--- src/rtl/mem_stall_ctrl_if.sv ---
`timescale 1ns/1ps
`default_nettype none
// ============================================================================
// Module      : mem_stall_ctrl_if
// Description : Request/acknowledge port between the MEM-stage access
//               controller and a multi-cycle data memory.
//
//   mem_req    controller -> memory   request, held until acknowledged
//   mem_we     controller -> memory   1 = write, 0 = read (valid with req)
//   mem_addr   controller -> memory   word address (valid with req)
//   mem_wdata  controller -> memory   store data (valid with req)
//   mem_ack    memory -> controller   completion, one-cycle pulse
//   mem_rdata  memory -> controller   read data, valid with mem_ack
//
//   modport master : controller side
//   modport slave  : memory side
//
// Revision    : 1.0  initial release
// ============================================================================
interface mem_stall_ctrl_if #(
    parameter int DATA_W = 16,
    parameter int ADDR_W = 13
) ();

    logic              mem_req;
    logic              mem_we;
    logic [ADDR_W-1:0] mem_addr;
    logic [DATA_W-1:0] mem_wdata;
    logic              mem_ack;
    logic [DATA_W-1:0] mem_rdata;

    modport master (
        output mem_req,
        output mem_we,
        output mem_addr,
        output mem_wdata,
        input  mem_ack,
        input  mem_rdata
    );

    modport slave (
        input  mem_req,
        input  mem_we,
        input  mem_addr,
        input  mem_wdata,
        output mem_ack,
        output mem_rdata
    );

endinterface : mem_stall_ctrl_if
`default_nettype wire

--- src/rtl/mem_stall_ctrl.sv ---
`timescale 1ns/1ps
`default_nettype none
// ============================================================================
// Module      : mem_stall_ctrl
// Description : MEM-stage data-memory access controller for a multi-cycle
//               memory. Sits between PR3 (EX/MEM) and a req/ack memory port
//               and raises mem_stall while an access is outstanding, which
//               freezes PC/PR1/PR2/PR3 and bubbles control.
//
// Parameters
//   DATA_W   data word width
//   ADDR_W   word address width
//   TIMEOUT  max ACCESS cycles waiting for mem_ack before abort (>= 1)
//   CNT_W    timeout counter width, 2**CNT_W must exceed TIMEOUT
//
// Ports
//   clk            in   rising-edge clock
//   rst_n          in   asynchronous active-low reset
//   PR3_MEM_read   in   instruction in MEM is a load
//   PR3_MEM_write  in   instruction in MEM is a store
//   PR3_addr       in   access address from PR3
//   PR3_wdata      in   store data from PR3
//   mem            --   memory port (master side of mem_stall_ctrl_if)
//   rdata_out      out  load result towards PR4 (MEM/WB)
//   mem_stall      out  freeze request to the front of the pipeline
//   timeout_err    out  sticky flag: an access was aborted on timeout
//
// Revision    : 1.0  initial release
// ============================================================================
module mem_stall_ctrl #(
    parameter int DATA_W  = 16,
    parameter int ADDR_W  = 13,
    parameter int TIMEOUT = 15,
    parameter int CNT_W   = 4
) (
    input  wire logic              clk,
    input  wire logic              rst_n,
    input  wire logic              PR3_MEM_read,
    input  wire logic              PR3_MEM_write,
    input  wire logic [ADDR_W-1:0] PR3_addr,
    input  wire logic [DATA_W-1:0] PR3_wdata,
    mem_stall_ctrl_if.master       mem,
    output      logic [DATA_W-1:0] rdata_out,
    output      logic              mem_stall,
    output      logic              timeout_err
);

    // ------------------------------------------------------------------
    // State encoding
    // ------------------------------------------------------------------
    typedef enum logic [1:0] {
        S_IDLE   = 2'd0,
        S_ACCESS = 2'd1,
        S_DONE   = 2'd2
    } state_t;

    // The counter holds the number of ACCESS cycles already spent, so the
    // TIMEOUT-th ACCESS cycle is the one where it equals TIMEOUT-1.
    localparam logic [CNT_W-1:0] c_cnt_last = CNT_W'(TIMEOUT - 1);
    localparam logic [CNT_W-1:0] c_cnt_one  = CNT_W'(1);

    // ------------------------------------------------------------------
    // Registers and their next-state values
    // ------------------------------------------------------------------
    state_t            r_state;
    state_t            w_state_nxt;
    logic [CNT_W-1:0]  r_cnt;
    logic [CNT_W-1:0]  w_cnt_nxt;
    logic              r_req;
    logic              w_req_nxt;
    logic              r_we;
    logic              w_we_nxt;
    logic [ADDR_W-1:0] r_addr;
    logic [ADDR_W-1:0] w_addr_nxt;
    logic [DATA_W-1:0] r_wdata;
    logic [DATA_W-1:0] w_wdata_nxt;
    logic [DATA_W-1:0] r_rdata;
    logic [DATA_W-1:0] w_rdata_nxt;
    logic              r_err;
    logic              w_err_nxt;

    logic              w_go;
    logic              w_stall;

    assign w_go = PR3_MEM_read | PR3_MEM_write;

    // ------------------------------------------------------------------
    // State register. Reset is asynchronous so an in-flight request is
    // withdrawn the moment rst_n falls, not at the next clock.
    // ------------------------------------------------------------------
    always_ff @(posedge clk or negedge rst_n) begin
        if (!rst_n) begin
            r_state <= S_IDLE;
            r_cnt   <= '0;
            r_req   <= 1'b0;
            r_we    <= 1'b0;
            r_addr  <= '0;
            r_wdata <= '0;
            r_rdata <= '0;
            r_err   <= 1'b0;
        end else begin
            r_state <= w_state_nxt;
            r_cnt   <= w_cnt_nxt;
            r_req   <= w_req_nxt;
            r_we    <= w_we_nxt;
            r_addr  <= w_addr_nxt;
            r_wdata <= w_wdata_nxt;
            r_rdata <= w_rdata_nxt;
            r_err   <= w_err_nxt;
        end
    end

    // ------------------------------------------------------------------
    // Next-state and output logic
    // ------------------------------------------------------------------
    always_comb begin
        // Hold everything unless a state below says otherwise.
        w_state_nxt = r_state;
        w_cnt_nxt   = r_cnt;
        w_req_nxt   = r_req;
        w_we_nxt    = r_we;
        w_addr_nxt  = r_addr;
        w_wdata_nxt = r_wdata;
        w_rdata_nxt = r_rdata;
        w_err_nxt   = r_err;
        w_stall     = 1'b0;

        case (r_state)
            S_IDLE: begin
                // Stall in the same cycle the access is seen, so PR3 is
                // already frozen when the request goes out next cycle.
                w_stall   = w_go;
                w_cnt_nxt = '0;
                if (w_go) begin
                    w_state_nxt = S_ACCESS;
                    w_req_nxt   = 1'b1;
                    // A store wins when both flags are set.
                    w_we_nxt    = PR3_MEM_write;
                    w_addr_nxt  = PR3_addr;
                    w_wdata_nxt = PR3_wdata;
                end
            end

            S_ACCESS: begin
                w_stall   = 1'b1;
                w_cnt_nxt = r_cnt + c_cnt_one;
                // The ack test comes first so an ack arriving in the last
                // allowed cycle completes normally.
                if (mem.mem_ack) begin
                    if (!r_we) begin
                        w_rdata_nxt = mem.mem_rdata;
                    end
                    w_state_nxt = S_DONE;
                    w_req_nxt   = 1'b0;
                end else if (r_cnt == c_cnt_last) begin
                    w_err_nxt   = 1'b1;
                    w_rdata_nxt = '0;
                    w_state_nxt = S_DONE;
                    w_req_nxt   = 1'b0;
                end
            end

            S_DONE: begin
                // One free cycle lets the pipeline advance and PR4 capture
                // rdata_out. Whatever PR3 shows now is the instruction that
                // was just serviced, so it is not restarted.
                w_cnt_nxt   = '0;
                w_req_nxt   = 1'b0;
                w_state_nxt = S_IDLE;
            end

            default: begin
                w_cnt_nxt   = '0;
                w_req_nxt   = 1'b0;
                w_state_nxt = S_IDLE;
            end
        endcase
    end

    // ------------------------------------------------------------------
    // Outputs
    // ------------------------------------------------------------------
    assign mem.mem_req   = r_req;
    assign mem.mem_we    = r_we;
    assign mem.mem_addr  = r_addr;
    assign mem.mem_wdata = r_wdata;
    assign rdata_out     = r_rdata;
    assign timeout_err   = r_err;
    assign mem_stall     = w_stall;

endmodule : mem_stall_ctrl
`default_nettype wire

--- src/flat_wrapper.sv ---
// flat-port wrapper written by rule: the top's interface ports become plain ports
module mem_stall_ctrl_flat 
#(
    parameter int DATA_W  = 16,
    parameter int ADDR_W  = 13,
    parameter int TIMEOUT = 15,
    parameter int CNT_W   = 4
)
  (clk, rst_n, PR3_MEM_read, PR3_MEM_write, PR3_addr, PR3_wdata, rdata_out, mem_stall, timeout_err, mem_mem_req, mem_mem_we, mem_mem_addr, mem_mem_wdata, mem_mem_ack, mem_mem_rdata);
  mem_stall_ctrl_if #(.DATA_W(DATA_W), .ADDR_W(ADDR_W)) mem_i ();
  input  wire logic clk;
  input  wire logic rst_n;
  input  wire logic PR3_MEM_read;
  input  wire logic PR3_MEM_write;
  input  wire logic [ADDR_W-1:0] PR3_addr;
  input  wire logic [DATA_W-1:0] PR3_wdata;
  output      logic [DATA_W-1:0] rdata_out;
  output      logic mem_stall;
  output      logic timeout_err;
  output wire logic [$bits(mem_i.mem_req)-1:0] mem_mem_req;
  output wire logic [$bits(mem_i.mem_we)-1:0] mem_mem_we;
  output wire logic [$bits(mem_i.mem_addr)-1:0] mem_mem_addr;
  output wire logic [$bits(mem_i.mem_wdata)-1:0] mem_mem_wdata;
  input wire logic [$bits(mem_i.mem_ack)-1:0] mem_mem_ack;
  input wire logic [$bits(mem_i.mem_rdata)-1:0] mem_mem_rdata;
  assign mem_mem_req = mem_i.mem_req;
  assign mem_mem_we = mem_i.mem_we;
  assign mem_mem_addr = mem_i.mem_addr;
  assign mem_mem_wdata = mem_i.mem_wdata;
  assign mem_i.mem_ack = mem_mem_ack;
  assign mem_i.mem_rdata = mem_mem_rdata;
  mem_stall_ctrl #(.DATA_W(DATA_W), .ADDR_W(ADDR_W), .TIMEOUT(TIMEOUT), .CNT_W(CNT_W)) u_core (.clk(clk), .rst_n(rst_n), .PR3_MEM_read(PR3_MEM_read), .PR3_MEM_write(PR3_MEM_write), .PR3_addr(PR3_addr), .PR3_wdata(PR3_wdata), .mem(mem_i), .rdata_out(rdata_out), .mem_stall(mem_stall), .timeout_err(timeout_err));
endmodule
--- config.mk ---
export PLATFORM = sky130hd
export DESIGN_NAME = mem_stall_ctrl_flat
export DESIGN_NICKNAME = d
export VERILOG_FILES = /design/src/rtl/mem_stall_ctrl_if.sv /design/src/rtl/mem_stall_ctrl.sv /design/src/flat_wrapper.sv
export SDC_FILE = /design/constraint.sdc
export NUM_CORES = 1
export LEC_CHECK = 0
export BUFFER_PORTS_ARGS = -buffer_cell sky130_fd_sc_hd__buf_2
export CAP_MARGIN = 15
export CORE_MARGIN = 1.5
export CORE_UTILIZATION = 47
export DETAILED_ROUTE_END_ITERATION = 8
export PLACE_DENSITY = 0.79
export SYNTH_ARGS = -nofsm -noshare
export SYNTH_HDL_FRONTEND = slang
export SYNTH_SLANG_ARGS = --single-unit
export TNS_END_PERCENT = 50
--- constraint.sdc ---
create_clock -name clk -period 1.65 [get_ports clk]
set_input_delay 0.165 -clock clk [delete_from_list [all_inputs] [get_ports clk]]
set_output_delay 0.165 -clock clk [all_outputs]
set_load 0.02 [all_outputs]
==> flow_summary.json <==
{
  "drive_gt1_frac": 0.563,
  "start_util": 0.487,
  "fp.dieH_um": 72.8,
  "setup_tns_ns": 0,
  "clockBufferDepth": 2,
  "synth_most_common_cell": "dfrtp_1",
  "area_growth_pct": 30.5,
  "h-tree-depth": 2,
  "critPathMaxStageDelay_ns": 0.48,
  "grt_start_max_net_pins": 54,
  "num_rows": 25,
  "start_kind": "flip-flop",
  "dr.first_iter.drc_count": 63,
  "synth-edff-count": 0,
  "synth_mux_area_frac": 0.190,
  "synth_top_area_share": 0.580,
  "grt_overflow_total": 0,
  "die_x_um": 72.8,
  "hp-class": "in2reg",
  "numCtsBuffers": 5,
  "final_util": 0.636,
  "wl_per_cell_um": 14.6,
  "min_period_ns": 1.47,
  "ys_ff_latch": 53,
  "p_seq_frac": 0.364,
  "grt_pass1_vias": 1493,
  "yosysWarnings": 0,
  "via_count": 1579,
  "r2r_start": "u_core.r_state[0]$_DFFE_PN0P_",
  "fin_nets": 319,
  "status": "finished, final reports clean",
  "ys_async_sr_fraction": 1.00,
  "fmax_mhz": 679,
  "endpoint_kind": "flip-flop",
  "slew_headroom": 0.798,
  "synth-compound-area-share": 0.0700,
  "grt_usage": 0.180,
  "cp.required_ns": 1.83,
  "antenna_found_initial": 0,
  "io_buffers": 98,
  "synthTopCellsByArea": "dfrtp_1 58%, mux2_4 19%, nand2_1 5.4%",
  "cts.sinks": 53,
  "synthAdderAreaFrac": 0.0109,
  "path_max_fanout": 21,
  "arrival_ns": 1.66,
  "hp-start": "PR3_wdata[9]",
  "dieArea_um2": 5290,
  "sw_frac_of_total": 0.370,
  "gp_congestion": 0.734,
  "synth-main-ff-cell": "dfrtp_1",
  "cts-root-buf": "clkbuf_8",
  "crit_chain": "nor2_2, o21a_4, buf_12, mux2_4",
  "cts_tree": "yes",
  "period_share": 0.893,
  "max_cap_violations": 0,
  "clk_pin_slew_ns": 0.10,
  "synth_top_family_by_area": "multiplexers",
  "avgSynthCellArea_um2": 13.9,
  "combPwrFrac": 0.469,
  "rsz0062_at_grt": "no",
  "synthCells": 165,
  "dr.pass1.iters": 4,
  "synthSimpleGateAreaFrac": 0.0925,
  "synth_common_cells": "53 x dfrtp_1, 33 x nand2_1, 29 x mux2_4",
  "power_density_nw_per_um2": 2050,
  "startpoint": "u_core.r_state[0]$_DFFE_PN0P_",
  "ys_types": 25,
  "cts_resized": 0,
  "core-area_um2": 4690,
  "worstSetupPathType": "reg2reg",
  "intPower_w": 0.00385,
  "leakage_nw": 1.56,
  "hpwlAfterDp_um": 3350,
  "synth_largest_area_cell": "dfrtp_1",
  "tightest_slew_ns": 0.303,
  "finalWirelength_um": 4700,
  "worst_skew_pair.late_latency_ns": 0.30,
  "hold_viol": 0,
  "p_switching_w": 0.00227,
  "peakVddDrop_v": 0.000763,
  "finalSetupViolCount": 0,
  "mappedNetlistArea_um2": 2290,
  "clockPowerShare": 0.166,
  "synthesis.nets": 217,
  "grt_pass1_wl_um": 7290,
  "fin_skew_ns": 0.0141,
  "seq_area_frac_synth": 0.580,
  "n_antenna_cell": 0,
  "antenna_left": 0,
  "vias_per_cell": 4.90,
  "drc": 0,
  "maxSlewViolCount": 0,
  "critical-path-slowest-cell": "dfrtp_1",
  "yosys.area_share.xor_xnor": 0.00766,
  "io_pins": 99
}
-- worst paths after layout --
| path | endpoint | slack, ns | depth (start not counted) |
|---|---|---|---|
| max in group asynchronous | u_core.r_state[1]$_DFFE_PN0P_ | 1.04 | 3 |
| worst min register to register | u_core.timeout_err$_DFFE_PN0P_ | 0.50 | 1 |
| worst max-delay path | u_core.mem.mem_wdata[15]$_DFFE_PN0P_ | 0.18 | 4 |
| worst min-delay path | u_core.mem.mem_wdata[9]$_DFFE_PN0P_ | 0.08 | 2 |
| worst max register to register | u_core.mem.mem_wdata[15]$_DFFE_PN0P_ | 0.18 | 4 |
| min in group asynchronous | u_core.mem.mem_addr[6]$_DFFE_PN0P_ | 0.37 | 3 |
-- per-stage QoR --
stage          setup slack (ns)  std cells  total power [W]  instance area (µm²)  hold WS (ns)
2_1_floorplan             0.226        165          0.00431                 2290        -0.131
3_3_place_gp              0.253        313          0.00503                 2840         0.180
3_5_place_dp              0.194        313          0.00514                 2840         0.181
4_1_cts                   0.176        322          0.00617                 2980        0.0786
5_1_grt                   0.102        322          0.00646                 2980        0.0785
6_report                  0.176        322          0.00612                 2980        0.0826
-- final cells by class --
class / instances / area [µm²]
timing repair buffer: 105 / 596
clock inverter: 3 / 65.1
multi-input combinational: 99 / 850
fill: 364 / 1710
sequential: 53 / 1330
clock buffer: 5 / 68.8
inverter: 3 / 11.3
tap: 54 / 67.6
-- logic make-up (layout without fill, tap and decap cells) --
logic type      count (synthesis)  in the layout
flops                          53             53
simple gates                   46             46
mux                            29             29
compound gates                 20             20
buf+inv                        13            116
fa+ha+maj                       2              2
xor+xnor                        2              2
-- layer usage --
metal | share of wire | up-vias | global-route usage | routed length, µm
met4 | 0.012 | 0 | 0.0671 | 57
met1 | 0.46 | 725 | 0.251 | 2150
met5 | 0 | - | 0 | 0
li1 | - | 764 | - | -
met2 | 0.44 | 83 | 0.269 | 2080
met3 | 0.086 | 7 | 0.0497 | 405
-- worst max-delay path: cells and delay by family, from the launching register on --
family / cells / cell delay (ns)
compound gates: 1 / 0.18
simple gates: 1 / 0.17
mux: 1 / 0.32
flops: 1 / 0.48
buf+inv: 1 / 0.19
-- state kept, by name, summed over array words and instances, names as in the netlist --
signal,count
u_core.mem.mem_we,1
u_core.rdata_out,16
u_core.mem.mem_addr,13
u_core.r_state,2
u_core.mem.mem_wdata,16
u_core.r_cnt,4
u_core.timeout_err,1
-- cells in the final DEF (no fill, tap or decap), drive strengths merged --
| cell type | count |
|---|---|
| bufinv | 2 |
| ha | 2 |
| xor2 | 1 |
| a21oi | 1 |
| nor3 | 2 |
| dlygate4sd3 | 1 |
| or2 | 1 |
| inv | 3 |
| o22ai | 16 |
| clkbuf | 5 |
| nor2 | 6 |
| buf | 104 |
| o21a | 1 |
| a22o | 1 |
| nand2b | 1 |
| xnor2 | 1 |
| a41o | 1 |
| nand4bb | 1 |
| clkinv | 1 |
| nand3 | 2 |
| dfrtp | 53 |
| mux2 | 29 |
| nand2 | 33 |
-- power by group through the flow --
stage / Sequential [W] / Combinational, W / Clock (W)
after floorplan: 0.00291 / 0.00141 / 0
after global placement: 0.00223 / 0.00281 / 0
after detailed placement: 0.00225 / 0.00289 / 0
after CTS: 0.00223 / 0.00290 / 0.00103
after global routing: 0.00230 / 0.00308 / 0.00108
final: 0.00223 / 0.00287 / 0.00102
-- timing repair --
action	in CTS	in global routing
hold buffers	1	0
setup buffers	0	0
hold endpoints to repair	53	0
(Power assumes the default switching activity.)
